[config.mk]
export PLATFORM = sky130hd
export DESIGN_NAME = mem_access_unit
export DESIGN_NICKNAME = d
export VERILOG_FILES = /design/src/rtl/mem_pkg.sv /design/src/rtl/mem_rdata_ext.sv /design/src/rtl/mem_access_unit.sv
export SDC_FILE = /design/constraint.sdc
export NUM_CORES = 1
export LEC_CHECK = 0
export CAP_MARGIN = 20
export CORE_MARGIN = 2
export CORE_UTILIZATION = 40
export CTS_CLUSTER_DIAMETER = 100
export CTS_CLUSTER_SIZE = 10
export DETAILED_ROUTE_END_ITERATION = 10
export PLACE_DENSITY = 0.79
export SLEW_MARGIN = 20
export SYNTH_ARGS = -nofsm -noshare
export SYNTH_HDL_FRONTEND = slang
export SYNTH_SLANG_ARGS = --single-unit
export TNS_END_PERCENT = 100
[constraint.sdc]
create_clock -name clk -period 3.65 [get_ports clk]
set_input_delay 0.73 -clock clk [delete_from_list [all_inputs] [get_ports clk]]
set_output_delay 0.73 -clock clk [all_outputs]
set_load 0.02 [all_outputs]
[src/rtl/mem_pkg.sv]
// Shared definitions for the memory access unit.
//   - Size encodings for byte, half and word requests.
//   - State encoding for the access sequencer.
//   - aligned(): reports whether an address is legal for a given access size.
package mem_pkg;

  localparam logic [1:0] SZ_BYTE = 2'b00;
  localparam logic [1:0] SZ_HALF = 2'b01;
  localparam logic [1:0] SZ_WORD = 2'b10;

  typedef enum logic [1:0] {
    S_IDLE = 2'b00,
    S_WAIT = 2'b01,
    S_DONE = 2'b10
  } state_t;

  // The reserved size encoding is handled as a word access.
  function automatic logic aligned(input logic [1:0] size, input logic [1:0] addr_lo);
    case (size)
      SZ_BYTE: aligned = 1'b1;
      SZ_HALF: aligned = ~addr_lo[0];
      default: aligned = (addr_lo == 2'b00);
    endcase
  endfunction

endpackage

[src/rtl/mem_rdata_ext.sv]
// Load-path lane select and extension.
// Ports:
//   word    - 32-bit word returned by the bus
//   addr_lo - low address bits selecting the byte/half lane
//   size    - access size (byte, half, word/reserved)
//   zext    - 1 = zero-extend, 0 = sign-extend (ignored for words)
//   result  - extended 32-bit load value
module mem_rdata_ext
  import mem_pkg::*;
(
  input  logic [31:0] word,
  input  logic [1:0]  addr_lo,
  input  logic [1:0]  size,
  input  logic        zext,
  output logic [31:0] result
);

  logic [7:0]  byte_lane;
  logic [15:0] half_lane;

  always_comb begin
    case (addr_lo)
      2'd0:    byte_lane = word[7:0];
      2'd1:    byte_lane = word[15:8];
      2'd2:    byte_lane = word[23:16];
      default: byte_lane = word[31:24];
    endcase
    half_lane = addr_lo[1] ? word[31:16] : word[15:0];
    case (size)
      SZ_BYTE: result = {{24{byte_lane[7] & ~zext}}, byte_lane};
      SZ_HALF: result = {{16{half_lane[15] & ~zext}}, half_lane};
      default: result = word;
    endcase
  end

endmodule

[src/rtl/mem_access_unit.sv]
// Memory-stage load/store bridge between the pipeline and the data-memory bus.
// Ports:
//   clk, reset            - clock, asynchronous active-high reset
//   req_*                 - load/store request from the MEM stage
//   stall                 - holds the pipeline while an access is accepted or pending
//   rdata_valid, rdata    - one-cycle load result pulse and extended data
//   exc_adel, exc_ades    - misaligned load/store pulses (combinational)
//   bus_err               - one-cycle pulse when the bus never acknowledged
//   bus_req..bus_wdata    - registered bus request fields, held until ack
//   bus_ack, bus_rdata    - bus completion and read word
module mem_access_unit
  import mem_pkg::*;
#(
  parameter int unsigned TIMEOUT = 16,
  parameter int unsigned CNT_W   = $clog2(TIMEOUT)
) (
  input  logic        clk,
  input  logic        reset,
  input  logic        req_valid,
  input  logic        req_we,
  input  logic [1:0]  req_size,
  input  logic        req_unsigned,
  input  logic [31:0] req_addr,
  input  logic [31:0] req_wdata,
  output logic        stall,
  output logic        rdata_valid,
  output logic [31:0] rdata,
  output logic        exc_adel,
  output logic        exc_ades,
  output logic        bus_err,
  output logic        bus_req,
  output logic        bus_we,
  output logic [31:0] bus_addr,
  output logic [3:0]  bus_be,
  output logic [31:0] bus_wdata,
  input  logic        bus_ack,
  input  logic [31:0] bus_rdata
);

  state_t           state_q;
  logic [CNT_W-1:0] cnt_q;
  logic             we_q;
  logic [1:0]       size_q;
  logic             uns_q;
  logic [1:0]       lo_q;

  logic        req_aligned;
  logic        in_idle;
  logic        accept;
  logic [3:0]  be_d;
  logic [31:0] wdata_d;
  logic [31:0] ext_word;

  assign req_aligned = aligned(req_size, req_addr[1:0]);
  assign in_idle     = (state_q == S_IDLE);
  assign accept      = in_idle & req_valid & req_aligned;
  assign stall       = accept | (state_q == S_WAIT);
  assign exc_adel    = in_idle & req_valid & ~req_aligned & ~req_we;
  assign exc_ades    = in_idle & req_valid & ~req_aligned & req_we;
  // Derived from the state register, so it is registered and drops with reset.
  assign bus_req     = (state_q == S_WAIT);

  always_comb begin
    case (req_size)
      SZ_BYTE: begin
        be_d    = 4'b0001 << req_addr[1:0];
        wdata_d = {4{req_wdata[7:0]}};
      end
      SZ_HALF: begin
        be_d    = req_addr[1] ? 4'b1100 : 4'b0011;
        wdata_d = {2{req_wdata[15:0]}};
      end
      default: begin
        be_d    = 4'b1111;
        wdata_d = req_wdata;
      end
    endcase
  end

  mem_rdata_ext u_rdata_ext (
    .word    (bus_rdata),
    .addr_lo (lo_q),
    .size    (size_q),
    .zext    (uns_q),
    .result  (ext_word)
  );

  always_ff @(posedge clk or posedge reset) begin
    if (reset) begin
      state_q     <= S_IDLE;
      cnt_q       <= '0;
      we_q        <= 1'b0;
      size_q      <= 2'b00;
      uns_q       <= 1'b0;
      lo_q        <= 2'b00;
      rdata_valid <= 1'b0;
      rdata       <= '0;
      bus_err     <= 1'b0;
      bus_we      <= 1'b0;
      bus_addr    <= '0;
      bus_be      <= '0;
      bus_wdata   <= '0;
    end else begin
      rdata_valid <= 1'b0;
      bus_err     <= 1'b0;
      case (state_q)
        S_IDLE: begin
          if (accept) begin
            state_q   <= S_WAIT;
            cnt_q     <= '0;
            we_q      <= req_we;
            size_q    <= req_size;
            uns_q     <= req_unsigned;
            lo_q      <= req_addr[1:0];
            bus_we    <= req_we;
            bus_addr  <= {req_addr[31:2], 2'b00};
            bus_be    <= be_d;
            bus_wdata <= req_we ? wdata_d : 32'h0;
          end
        end
        S_WAIT: begin
          // Ack is checked first so it wins over a coincident timeout.
          if (bus_ack) begin
            state_q <= S_DONE;
            if (!we_q) begin
              rdata       <= ext_word;
              rdata_valid <= 1'b1;
            end
          end else if (cnt_q == CNT_W'(TIMEOUT - 1)) begin
            state_q <= S_DONE;
            bus_err <= 1'b1;
          end else begin
            cnt_q <= cnt_q + CNT_W'(1);
          end
        end
        S_DONE:  state_q <= S_IDLE;
        default: state_q <= S_IDLE;
      endcase
    end
  end

endmodule

==> metrics, run 1 <==
PD cells=679 mW/mm2; launch point of the worst reg-to-reg path=size_q[0]; synthesis-stage register bit count=112; post-synth cell types=39; reg-to-reg critical path endpoint=rdata[0]; Critical Path End=exc_adel; Std-Cell Core Area=0.0131 mm2; fillcell total=1,089; capturing element type of the critical path=primary output; number of CTS-inserted buffers=9; number of H-tree branching levels=3; Die Span Y=119 um; clock period minus worst slack=3.30 ns; Final ANT Viol Nets=0; post-synthesis compound-gate area fraction=0.120; worst setup path startpoint=req_size[1]; cell taking the most area after synthesis=sky130_fd_sc_hd__dfrtp_1; antenna cell count=0; fraction of registers with async set/reset=1.00; type of the setup path with the least slack=in -> out; number of instances in the synthesized netlist=521; global routing usage summed across all routing layers=0.210; sum of net half-perimeters after detailed placement=10,700 um; logic depth of the worst register-to-register path=4; detailed-route vias per instance=5.09; chip width=119 um; Register-to-Register Setup Slack=1.36 ns; post-detailed-routing wire length=14,700 um; Slowest Stage Delay on Critical Path=0.63 ns; Synth Area in XOR/XNOR=0; share of the synthesized area in the top cell type=0.529; cell types occupying the most area after synthesis=sky130_fd_sc_hd__dfrtp_1 53%, sky130_fd_sc_hd__mux2_2 14%, sky130_fd_sc_hd__nand2_1 7.4%; Final TNS setup=0 ns; die area=0.0142 mm2; slew margin rel.=0.424; maximum number of pins on one net before global-route repair=115; setup repair after global routing missed its margin=false; Top FF cell, synth=sky130_fd_sc_hd__dfrtp_1; max-capacitance violation count=0; total number of yosys warnings=0; clock-pin slew of the registers on the worst-case setup and hold paths=0.07 ns; maximum clock frequency=303 MHz; RD Place Congestion=0.884; Post-layout nets=816; Logic pwr share=0.426; EDFF count, synth=0; wire length of the first global-routing pass=23,400 um; class of the most critical hold timing path=reg -> reg; largest family of logic cells by synthesized area=multiplexers; hold slack=0.486 ns; post-route clock period utilization=0.905; power share of the clock group=0.210; Psw=1910 uW; netlist area before placement=0.00529 mm2; count of input and output buffers=208; Leakage Power=0.00329 uW; final hold violation count=0; final number of max-transition violations=0; number of global-route vias before repair=4,528; slew at the pin with the worst max-slew slack=0.864 ns; Std-Cell Rows=42; cts-stage hold buffer count=0; # IOs=211; final setup violation count=0; proportion of synthesized area in mux cells=0.164; DRC viols=0; detail-routed net length per standard cell=16.5 um; biggest fanout along the worst timing path=7; portion of the post-synthesis area used by sequential elements=0.529; critical-path cell list=clkdlybuf4s50_1, a21oi_1, nor2_1, nand2_1, nor2_1, clkdlybuf4s50_1; share of cells above drive strength 1=0.135; clock tree root driver cell=sky130_fd_sc_hd__clkbuf_16; 1st-iter DRT viols=251; average footprint of a synthesized cell=10.2 um2; cell count of the worst hold path=2; run status=complete, no violations; data arrival at the endpoint of the critical path=2.57 ns; Adder-Cell Fraction of Synth Area=0.00236; switching power share of the total=0.359; post-CTS resize count=0; Clock Path Buffers=2; Max Clock Skew=0.00806 ns; starting utilization of the core area=0.405; number of vias in the routed layout=4,539; internal power=3410 uW; remaining global-route overflow=0; antenna violations before repair=0; CP required=2.92 ns; CTS tree=yes; cell with the largest stage delay on the worst path=sky130_fd_sc_hd__clkdlybuf4s50_1; buffers inserted by post-CTS timing repair=0; clock sink total=112; insertion delay to the later sink of the worst-skew pair=0.36 ns; simple-gate share of the synthesized area=0.139; launching element type of the critical path=input port; drt pass-1 iters=4; proportion of power drawn by flip-flops and latches=0.364; largest vdd supply drop=0.460 mV; Area Growth Syn to Fin=48.1%
==> metrics by stage <==
stage | instances | area, um2 | utilization | worst slack, ns | power, uW
after CTS | 892 | 7840 | 0.599 | 0.318 | 5370
final | 892 | 7840 | 0.599 | 0.348 | 5320
after floorplan | 522 | 5300 | - | 1.20 | 3100
after global routing | 892 | 7840 | 0.599 | 0.232 | 5610
after global placement | 876 | 7510 | 0.574 | 0.320 | 4180
after detailed placement | 876 | 7510 | 0.574 | 0.327 | 4240
==> flip-flops by register name, indices dropped and copies added (netlist names), 2 cells and up <==
name,cells
bus_addr,30
bus_be,4
bus_wdata,32
cnt_q,4
lo_q,2
rdata,32
size_q,2
state_q,2
==> power groups by stage <==
stage / Sequential (uW) / Clock (uW) / Combinational (uW)
CTS: 1940 / 1140 / 2290
detailed placement: 1960 / 0 / 2280
global route: 1990 / 1190 / 2420
finish: 1940 / 1120 / 2270
floorplan: 2380 / 0 / 716
global placement: 1940 / 0 / 2250
==> cells in the mapped netlist (2+ instances only) <==
cell type                  number
sky130_fd_sc_hd__o21ai_0       62
sky130_fd_sc_hd__nand3_1        3
sky130_fd_sc_hd__buf_2         18
sky130_fd_sc_hd__nor3b_1        9
sky130_fd_sc_hd__nand3b_1       8
sky130_fd_sc_hd__nand2_1      104
sky130_fd_sc_hd__mux2_2        64
sky130_fd_sc_hd__inv_1         12
sky130_fd_sc_hd__nor2_1        24
sky130_fd_sc_hd__nor2b_1        2
sky130_fd_sc_hd__buf_6          2
sky130_fd_sc_hd__a21oi_1       30
sky130_fd_sc_hd__nand2b_1       3
sky130_fd_sc_hd__mux2i_1       13
sky130_fd_sc_hd__clkbuf_1      16
sky130_fd_sc_hd__o22ai_1       10
sky130_fd_sc_hd__a211oi_1       7
sky130_fd_sc_hd__buf_4          2
sky130_fd_sc_hd__dfrtp_1      112
==> kinds of logic after synthesis <==
family	count (synthesis)
AO/OA/AOI/OAI	116
adder cells (fa/ha/maj)	1
buffers and inverters	51
flip-flops	112
multiplexers	78
other	1
AND/OR/NAND/NOR	162
==> final cells by class <==
cell class                      count  area [um2]  share of cell area
Inverter                           13        57.6             0.00734
Clock inverter                      7         109              0.0139
Timing Repair Buffer              216        2170               0.276
Sequential cell                   112        2800               0.357
Tap cell                          176         220              0.0281
Multi-Input combinational cell    359        2260               0.288
Clock buffer                        9         225              0.0287
==> per-layer routing <==
metal  up-vias  global-route usage  part of all wire
li1       2158                   -                 -
met1      2175               0.260              0.42
met2       182               0.349              0.48
met3        24              0.0589             0.075
met4         0              0.0818             0.023
met5         -                   0                 0
==> cell usage in the layout, fill, tap and decap left out, drive strengths merged, types with 2 or more instances in the layout <==
cell,count
mux2i,13
nand3b,8
clkdlybuf4s50,208
clkbuf,9
dfrtp,112
buf,8
nor3b,9
nand2,104
nor4,2
a21oi,31
nand2b,4
mux2,65
bufinv,2
a211oi,7
nor2b,2
inv,17
nor2,25
conb,2
o21ai,64
nand3,3
o22ai,10
==> critical path, delay by kind of cell <==
family / cells / cell delay [ns]
buffers and inverters: 2 / 1.25
AOI/OAI and AO/OA: 1 / 0.17
and+or+nand+nor: 3 / 0.41
==> how the worst min path moves through the flow <==
stage	startpoint	endpoint	slack [ns]
2_1_floorplan	cnt_q[0]	cnt_q[0]	0.49
3_5_place_dp	bus_wdata[25]	bus_wdata[25]	0.47
5_1_grt	bus_wdata[3]	bus_wdata[3]	0.50
3_3_place_gp	bus_wdata[5]	bus_wdata[5]	0.46
6_report	bus_wdata[3]	bus_wdata[3]	0.49
4_1_cts	bus_wdata[3]	bus_wdata[3]	0.49
Note: power is estimated with default switching activity, not from simulation.
==> inputs of run 2 (changes only) <==
--- a/config.mk
+++ b/config.mk
@@ -5,12 +5,12 @@
 export SDC_FILE = /design/constraint.sdc
 export NUM_CORES = 1
 export LEC_CHECK = 0
-export CAP_MARGIN = 20
 export CORE_MARGIN = 2
 export CORE_UTILIZATION = 40
 export CTS_CLUSTER_DIAMETER = 100
 export CTS_CLUSTER_SIZE = 10
 export DETAILED_ROUTE_END_ITERATION = 10
+export GPL_TIMING_DRIVEN = 0
 export PLACE_DENSITY = 0.79
 export SLEW_MARGIN = 20
 export SYNTH_ARGS = -nofsm -noshare
==> run 2 against run 1 <==
Net effect:
- worst hold slack got worse by 0.0026 ns
- critical path depth rose by 1
- register-to-register slack gained 0.33 ns
- setup slack worse by 0.23 ns
- non-clock buffer count rose by 33
- cell area rose by 1.4%
==> metrics, run 2 (synthesized netlist as in run 1, its figures left out) <==
number of H-tree branching levels=3 (unchanged); CP required=2.92 ns (about the same); Max Clock Skew=0.00694 ns (-0.00112 ns); clock-pin slew of the registers on the worst-case setup and hold paths=0.07 ns (about the same); post-detailed-routing wire length=16,200 um (+10%); wire length of the first global-routing pass=25,900 um (+10%); data arrival at the endpoint of the critical path=2.80 ns (+0.23 ns); start point of the worst hold path=bus_wdata[6]; clock sink total=112 (unchanged); Worst Hold Path EP=bus_wdata[6]; proportion of power drawn by flip-flops and latches=0.369 (+0.005); Std-Cell Rows=42 (unchanged); die area=0.0142 mm2 (unchanged); max-capacitance violation count=0 (unchanged); biggest fanout along the worst timing path=10 (+3); antenna violations before repair=0 (unchanged); clock tree root driver cell=sky130_fd_sc_hd__clkbuf_16; cell count of the worst hold path=2 (unchanged); 1st-iter DRT viols=295 (+18%); cell with the largest stage delay on the worst path=sky130_fd_sc_hd__clkdlybuf4s50_1; class of the most critical hold timing path=reg -> reg; RD Place Congestion=0.875 (-1.0%); highest-count cells in the layout ignoring fill and taps=207 x sky130_fd_sc_hd__clkdlybuf4s50_1, 112 x sky130_fd_sc_hd__dfrtp_1, 104 x sky130_fd_sc_hd__nand2_1; Die Span Y=119 um (unchanged); remaining global-route overflow=0 (unchanged); launching element type of the critical path=input port; CTS tree=yes; reg-to-reg critical path endpoint=rdata[0]; launch point of the worst reg-to-reg path=state_q[1]; detail-routed net length per standard cell=17.6 um (+6.2%); share of cells above drive strength 1=0.152 (+0.0167); largest vdd supply drop=0.379 mV (-18%); cell repeated most along the worst path=sky130_fd_sc_hd__clkdlybuf4s50_1; Clock Path Buffers=2 (unchanged); count of input and output buffers=207 (-0.48%); minimum setup slack in the final design=0.120 ns (-0.228 ns); maximum number of pins on one net before global-route repair=35 (-70%); # IOs=211 (unchanged); Leakage Power=0.00334 uW (+1.6%); chip width=119 um (unchanged); Final ANT Viol Nets=0 (unchanged); DRC viols=0 (unchanged); Slowest Stage Delay on Critical Path=0.59 ns (-0.04 ns); Std-Cell Core Area=0.0131 mm2 (unchanged); logic depth of the worst register-to-register path=6 (+2); switching power share of the total=0.369 (+0.00914); detailed-route vias per instance=5.20 (+2.2%); capturing element type of the critical path=primary output; Final TNS setup=0 ns (unchanged); clock period minus worst slack=3.53 ns (+0.228 ns); maximum clock frequency=283 MHz (-6.5%); final core utilization=0.608 (+0.00851); drt pass-1 iters=6 (+2); Place WS=-0.236 ns (-0.563 ns); length of routed wiring on met1=6550 um (+5.4%); sum of net half-perimeters after detailed placement=12,500 um (+17%); Logic pwr share=0.452 (+0.026); number of vias in the routed layout=4,812 (+6.0%); final number of max-transition violations=0 (unchanged); Psw=1920 uW (+0.31%); final setup violation count=0 (unchanged); global routing usage summed across all routing layers=0.234 (+0.0238); slew at the pin with the worst max-slew slack=0.545 ns (-0.319 ns); hold slack=0.483 ns (-0.00261 ns); final hold violation count=0 (unchanged); post-route clock period utilization=0.967 (+0.0625); number of CTS-inserted buffers=9 (unchanged); antenna cell count=0 (unchanged); starting utilization of the core area=0.405 (unchanged); type of the setup path with the least slack=in -> out; Post-layout nets=849 (+4.0%); critical-path cell list=clkdlybuf4s50_1, a21oi_1, o21ai_4, buf_4, buf_2, nand2_1, clkdlybuf4s50_1; max layer used=met4; slew margin rel.=0.633 (+0.209); run status=complete, no violations; commonest non-fill, non-tap cell in the layout=sky130_fd_sc_hd__clkdlybuf4s50_1; routed wl met2=8020 um (+13%); number of global-route vias before repair=4,930 (+8.9%); insertion delay to the later sink of the worst-skew pair=0.35 ns (about the same); Total Power Consumption=5210 uW (-2.2%); routed length on met3=1330 um (+20%); internal power=3290 uW (-3.6%); Register-to-Register Setup Slack=1.69 ns (+0.33 ns); largest registers=bus_wdata: 32 flops, rdata: 32 flops, bus_addr: 30 flops; Area Growth Syn to Fin=50.2%; power share of the clock group=0.179 (-0.031); setup repair after global routing missed its margin=false; cts-stage hold buffer count=0 (unchanged); PD cells=655 mW/mm2 (-3.5%)
## run 2: changes by cell type in the layout (fill, tap and decap cells not counted), moves of 2 or more
| cell | before | now |
|---|---|---|
| sky130_fd_sc_hd__bufinv_16 | 2 | 0 |
| sky130_fd_sc_hd__buf_2 | 0 | 17 |
| sky130_fd_sc_hd__inv_8 | 2 | 0 |
| sky130_fd_sc_hd__buf_4 | 6 | 4 |
| sky130_fd_sc_hd__buf_6 | 0 | 2 |
| sky130_fd_sc_hd__clkinvlp_4 | 1 | 4 |
| sky130_fd_sc_hd__clkbuf_1 | 0 | 18 |
## run 2: how the worst max path moves through the flow
stage,from,endpoint
after floorplan,req_size[0],stall
after global placement,req_valid,stall
after detailed placement,req_size[1],stall
after CTS,req_size[1],stall
after global routing,req_size[1],stall
final,req_size[1],stall
## run 2: final cells by class
| cell class | count | area, um2 |
|---|---|---|
| fillers | 1088 | 5130 |
| clock inverters | 5 | 40.0 |
| plain buffers | 38 | 190 |
| repair buffers | 211 | 2140 |
| well taps | 176 | 220 |
| multi-input cells | 359 | 2270 |
| inverters | 13 | 57.6 |
| clock buffers | 11 | 233 |
| flip-flops and latches | 112 | 2800 |
## run 2: power groups by stage
stage	clock network [uW]	logic (uW)	registers, uW
after CTS	958	2370	1920
after detailed placement	0	2360	1940
after global placement	0	2310	1920
final	933	2350	1920
after floorplan	0	716	2380
after global routing	1020	2510	1970
## run 2: through the flow
step,cell area [um2],cells
4_1_cts,7950,925
2_1_floorplan,5300,522
5_1_grt,7950,925
3_5_place_dp,7650,908
6_report,7950,925
3_3_place_gp,7590,905
## run 2: repair_timing
item                       CTS  global route
setup buffers                1             0
resized for setup            4             0
setup endpoints to repair    1             0
## run 2: critical path, delay by kind of cell
family	cells	cell delay [ns]
AOI/OAI and AO/OA	2	0.35
and+or+nand+nor	1	0.10
buffers and inverters	4	1.62
## run 2: routing by layer
metal  vias to the layer above  GRT usage
met5                         -          0
met2                       225      0.397
met3                        31     0.0656
met1                      2318      0.287
li1                       2238          -
met4                         0     0.0789
